## config.mk

```make
export PLATFORM = sky130hd
export DESIGN_NAME = fpadd_stimulus
export DESIGN_NICKNAME = d
export VERILOG_FILES = /design/src/rtl/fpadd_stim_pkg.sv /design/src/rtl/level_debouncer.sv /design/src/rtl/fpadd_stimulus.sv
export SDC_FILE = /design/constraint.sdc
export NUM_CORES = 1
export LEC_CHECK = 0
export CAP_MARGIN = 20
export CORE_MARGIN = 10
export CORE_UTILIZATION = 45
export CTS_CLUSTER_DIAMETER = 60
export DETAILED_ROUTE_END_ITERATION = 8
export PLACE_DENSITY = 0.81
export SETUP_SLACK_MARGIN = 0.15
export SLEW_MARGIN = 20
export SYNTH_ARGS = -nofsm -noshare
export SYNTH_HDL_FRONTEND = slang
export SYNTH_SLANG_ARGS = --single-unit
```

## constraint.sdc

```tcl
create_clock -name clk -period 1.93 [get_ports clk]
set_input_delay 0.579 -clock clk [delete_from_list [all_inputs] [get_ports clk]]
set_output_delay 0.579 -clock clk [all_outputs]
set_load 0.1 [all_outputs]
```

## src/rtl/fpadd_stim_pkg.sv

```systemverilog
// fpadd_stim_pkg: FSM states, vector count and operand ROMs for fpadd_stimulus.
// The expected-sum ROM exists only when FPADD_STIM_CHECK_EN is defined.
package fpadd_stim_pkg;
    localparam int NUM_VECS = 8;
    localparam logic [1:0] IDLE    = 2'd0;
    localparam logic [1:0] LOAD    = 2'd1;
    localparam logic [1:0] WAIT    = 2'd2;
    localparam logic [1:0] CAPTURE = 2'd3;
    localparam logic [31:0] ROM_A [NUM_VECS] = '{
        32'h2ac49214, 32'h3f800000, 32'h41200000, 32'h3f800000,
        32'h3fc00000, 32'h00000000, 32'h40490fdb, 32'h40000000
    };
    localparam logic [31:0] ROM_B [NUM_VECS] = '{
        32'h6ac49214, 32'h3f800000, 32'h41a00000, 32'hbf000000,
        32'h3fc00000, 32'h3f800000, 32'h00000000, 32'hc0000000
    };
`ifdef FPADD_STIM_CHECK_EN
    localparam logic [31:0] ROM_EXP [NUM_VECS] = '{
        32'h6ac49214, 32'h40000000, 32'h41f00000, 32'h3f000000,
        32'h40400000, 32'h3f800000, 32'h40490fdb, 32'h00000000
    };
`endif
endpackage

```

## src/rtl/level_debouncer.sv

```systemverilog
// level_debouncer: 2-FF synchronizer, stable-count debouncer and rising-edge press pulse.
module level_debouncer #(
    parameter int DEBOUNCE_CYCLES = 500000
) (
    input  logic clk,
    input  logic rst,
    input  logic noisy_level,
    output logic press
);
    localparam int CW = $clog2(DEBOUNCE_CYCLES + 1);
    logic sync1_q, sync1_d, sync2_q, sync2_d, level_q, level_d, prev_q, prev_d;
    logic [CW-1:0] cnt_q, cnt_d;
    logic differ, done;
    always_comb begin
        differ  = sync2_q != level_q;
        done    = differ && cnt_q == CW'(DEBOUNCE_CYCLES);
        sync1_d = noisy_level;
        sync2_d = sync1_q;
        prev_d  = level_q;
        level_d = done ? sync2_q : level_q;
        cnt_d   = (!differ || done) ? '0 : cnt_q + 1'b1;
    end
    always_ff @(posedge clk) begin
        if (rst) begin
            sync1_q <= 1'b0;
            sync2_q <= 1'b0;
            level_q <= 1'b0;
            prev_q  <= 1'b0;
            cnt_q   <= '0;
        end else begin
            sync1_q <= sync1_d;
            sync2_q <= sync2_d;
            level_q <= level_d;
            prev_q  <= prev_d;
            cnt_q   <= cnt_d;
        end
    end
    assign press = level_q & ~prev_q;
endmodule

```

## src/rtl/fpadd_stimulus.sv

```systemverilog
// fpadd_stimulus: steps a ROM of operand pairs into the FP adder on each button press and holds the sum.
// Optional FPADD_STIM_CHECK_EN adds the expected-value comparator driving check_fail.
module fpadd_stimulus
    import fpadd_stim_pkg::*;
#(
    parameter int DEBOUNCE_CYCLES = 500000,
    parameter int PIPE_LATENCY    = 3
) (
    input  logic        clk,
    input  logic        rst,
    input  logic        noisy_level,
    input  logic [31:0] fp_result,
    output logic [31:0] reg_A,
    output logic [31:0] reg_B,
    output logic [2:0]  vec_index,
    output logic [31:0] result_out,
    output logic        result_valid,
    output logic        check_fail
);
    localparam int WW = $clog2(PIPE_LATENCY + 1);
    logic press;
    logic [1:0] state_q, state_d;
    logic [2:0] idx_q, idx_d;
    logic [31:0] a_q, a_d, b_q, b_d, res_q, res_d;
    logic valid_q, valid_d;
    logic [WW-1:0] wcnt_q, wcnt_d;

    level_debouncer #(.DEBOUNCE_CYCLES(DEBOUNCE_CYCLES)) u_deb (
        .clk(clk), .rst(rst), .noisy_level(noisy_level), .press(press)
    );

    always_comb begin
        state_d = state_q;
        idx_d   = idx_q;
        a_d     = a_q;
        b_d     = b_q;
        res_d   = res_q;
        valid_d = valid_q;
        wcnt_d  = wcnt_q;
        case (state_q)
            LOAD: begin
                a_d     = ROM_A[idx_q];
                b_d     = ROM_B[idx_q];
                wcnt_d  = '0;
                state_d = WAIT;
            end
            // leaves one cycle beyond the adder latency before capturing
            WAIT: begin
                wcnt_d  = wcnt_q + 1'b1;
                state_d = wcnt_q == WW'(PIPE_LATENCY) ? CAPTURE : WAIT;
            end
            CAPTURE: begin
                res_d   = fp_result;
                valid_d = 1'b1;
                state_d = IDLE;
            end
            default: begin
                idx_d   = press ? idx_q + 3'd1 : idx_q;
                valid_d = press ? 1'b0 : valid_q;
                state_d = press ? LOAD : IDLE;
            end
        endcase
    end

    always_ff @(posedge clk) begin
        if (rst) begin
            state_q <= LOAD;
            idx_q   <= '0;
            a_q     <= '0;
            b_q     <= '0;
            res_q   <= '0;
            valid_q <= 1'b0;
            wcnt_q  <= '0;
        end else begin
            state_q <= state_d;
            idx_q   <= idx_d;
            a_q     <= a_d;
            b_q     <= b_d;
            res_q   <= res_d;
            valid_q <= valid_d;
            wcnt_q  <= wcnt_d;
        end
    end

`ifdef FPADD_STIM_CHECK_EN
    logic fail_q, fail_d;
    always_comb
        fail_d = state_q == CAPTURE ? fp_result != ROM_EXP[idx_q]
               : (state_q == IDLE && press) ? 1'b0 : fail_q;
    always_ff @(posedge clk) fail_q <= rst ? 1'b0 : fail_d;
    assign check_fail = fail_q;
`else
    assign check_fail = 1'b0;
`endif

    assign reg_A        = a_q;
    assign reg_B        = b_q;
    assign vec_index    = idx_q;
    assign result_out   = res_q;
    assign result_valid = valid_q;
endmodule

```

==> metrics <==
status complete, no violations; HP Class reg2reg; register area share after synthesis between 40% and 50%; Core ar. 7850 sq um; Syn Inst Count ~400; slowest library cell on the worst path dfxtp_4; Clk pin slew, worst setup/hold paths 0.08 ns; multi-input logic area 1720 sq um; Crit path largest cell delay 0.55 ns; # rows 32; register area 1610 sq um; Slew Viols, Final 0; DRT antenna net count 0; Post-DP Area 5440 sq um; initial antenna violation count 0; Placer Congestion 0.901; DR pass1 iterations 4; htree depth 3; PortBufs ~110; WL/cell roughly 17 um; detailed placer's ending HPWL just over 8000 um; Worst Setup Start Kind flop; drt via density 4.98; PwrDens 812 nW/um^2; FF-to-FF setup slack about 0.24 ns; Final Skew 0.0102 ns; CTS root buf clkbuf_8; Clock Path Buffers 2; Post-CTS Setup Bufs 0; CP max FO 11; Worst-Skew Late Latency 0.34 ns; Overall Global Routing Usage between 15 and 20%; most common cell in the synthesized netlist dfxtp_1; Crit Path Class reg2out; hold depth 1; Hold EP u_deb.sync2_q$_SDFF_PP0_; ratio of cells with drive above 1 in the final layout about a quarter; CTS tree yes; r2r endpoint u_deb.cnt_q[18]$_SDFF_PP0_; cts hold-fix bufs 0; TritonCTS Buffers 9; Die Height 111 um; unrepaired setup endpoints after global routing no; Avg Cell Area, Syn approximately 9 sq um; first-pass GRT wire length 16200 um; grt ovf 0; WL final 10100 um; post-synth top area cell dfxtp_1; main flop type after synthesis dfxtp_1; Post-route DRC 0; Yosys reg bits between 70 and 80; CP required approximately 1.4 ns; start point of the worst hold path u_deb.sync1_q$_SDFF_PP0_; fin crit period 1.69 ns; Synth warnings 0; largest net degree at the start of global routing 39; Setup violations, final 0; antenna fix cells 0; fill count 552; post-synth top area share 42.9%; CP Cell Sequence buf_12; data arrival time of the worst path 1.12 ns; delay-heaviest family, CP flip-flops; Final Instance Area 5720 sq um; via count 2921; WP buf/inv 1; setup total negative slack 0 ns; Leak 0.00217 uW; Final Hold Viols 0; Synth cell types 39; worst r2r src u_deb.cnt_q[1]$_SDFF_PP0_; die area 12200 sq um; Post-synth EDFFs 0; post-layout net count 529; share of the clock period used by the worst path 87.8%; clock sink count 79; Area Overhead vs Synth 55.0%; Synth area leaders dfxtp_1 (43%), mux2i_1 (10%), buf_4 (10%); Syn Std Cell Area approximately 3700 sq um; top cells by count, synth dfxtp_1 (79), nor2_1 (62), buf_4 (49); async set-or-reset flop fraction in the synthesized netlist 0%; Max Cap Viol 0; Final Hold Slack 0.465 ns; vias in the first global route 2985; Worst setup EP type output port; Die W approximately 110 um; maximum achievable frequency 590 MHz; Worst R2R Path Depth 5; Boundary Pins 136; Worst VDD drop 0.510 mV; drt first-iter violations 111; Initial Utilization between 40% and 50%
==> cell families (layout without fill, tap and decap cells) <==
kind of cell | after synthesis | after routing | synth area share [%]
other cells | 1 | 22 | 0.102
buf+inv | 77 | 141 | 13.1
xor+xnor | 17 | 17 | 4.04
simple gates | 143 | 143 | 20.0
compound gates | 30 | 30 | 4.82
mux | 38 | 38 | 10.3
flops | 79 | 79 | 42.9
fa+ha+maj | 14 | 14 | 4.75
==> through the flow <==
step,total power [uW],instances,util (%),setup slack (ns)
floorplan,2770,420,-,0.234
global placement,3170,571,69.3,0.305
detailed placement,3200,571,69.3,0.164
CTS,4680,586,72.6,0.192
global route,4780,586,72.8,0.183
finish,4640,586,72.8,0.235
==> worst max-delay path by stage <==
| stage | startpoint | to | slack, ns | cells after the start |
|---|---|---|---|---|
| floorplan | reg_A[19]$_SDFFE_PP0N_ | reg_A[10] | 0.23 | 1 |
| global placement | u_deb.cnt_q[0]$_SDFF_PP0_ | u_deb.cnt_q[18]$_SDFF_PP0_ | 0.31 | 5 |
| detailed placement | u_deb.cnt_q[0]$_SDFF_PP0_ | u_deb.cnt_q[7]$_SDFF_PP0_ | 0.16 | 7 |
| CTS | u_deb.cnt_q[0]$_SDFF_PP0_ | u_deb.cnt_q[18]$_SDFF_PP0_ | 0.19 | 5 |
| global route | vec_index[0]$_SDFFE_PP0P_ | reg_A[9]$_SDFFE_PP0N_ | 0.18 | 5 |
| finish | reg_A[18]$_SDFFE_PP0N_ | reg_B[4] | 0.24 | 1 |
==> cell usage in the layout, fill, tap and decap left out, drive strengths merged, types with 2 or more instances in the layout <==
cell type,instances
clkbuf,12
a211oi,4
nor4,5
buf,85
a21oi,17
inv,8
bufinv,3
and3,2
conb,22
nor4b,4
nor3,3
o21ai,6
xor2,7
nand4,7
xnor2,10
nand3,16
ha,14
nor2b,7
nor2,62
nand3b,4
or3,3
or2,2
clkdlybuf4s50,33
dfxtp,79
nand2b,16
nand2,9
mux2i,38
==> layout make-up <==
type / instances / area share [%]
flip-flops and latches: 79 / 28.1
well taps: 102 / 2.23
clock buffers: 12 / 2.71
multi-input cells: 264 / 30.2
inverters: 8 / 0.525
repair buffers: 118 / 34.7
clock inverters: 3 / 1.58
==> routing by layer <==
layer  vias up  track usage, %  wire, um
li1       1417               -         -
met1      1375            16.9      3960
met2       113            28.9      5320
met3        16            5.62       675
met4         0            4.32       162
met5         -               0         0
==> sequential cells by signal, indices dropped and copies added (netlist names) <==
name	count
reg_A	9
reg_B	7
result_out	32
result_valid	1
state_q	2
u_deb.cnt_q	19
u_deb.level_q	1
u_deb.prev_q	1
u_deb.sync1_q	1
u_deb.sync2_q	1
vec_index	3
wcnt_q	2
==> report_power, final <==
part           leakage [uW]  total, uW  switching, uW  internal [uW]
clock              0.000123       1490            564            924
combinational       0.00140       1380            939            443
sequential         0.000650       1770           86.1           1690
==> what timing repair did <==
item                                   4_1_cts  5_1_grt
setup endpoints to repair                   36       18
gates resized for setup                      3        7
endpoints found under the hold margin        0        0
No activity file was read; power rests on OpenSTA's default activity.
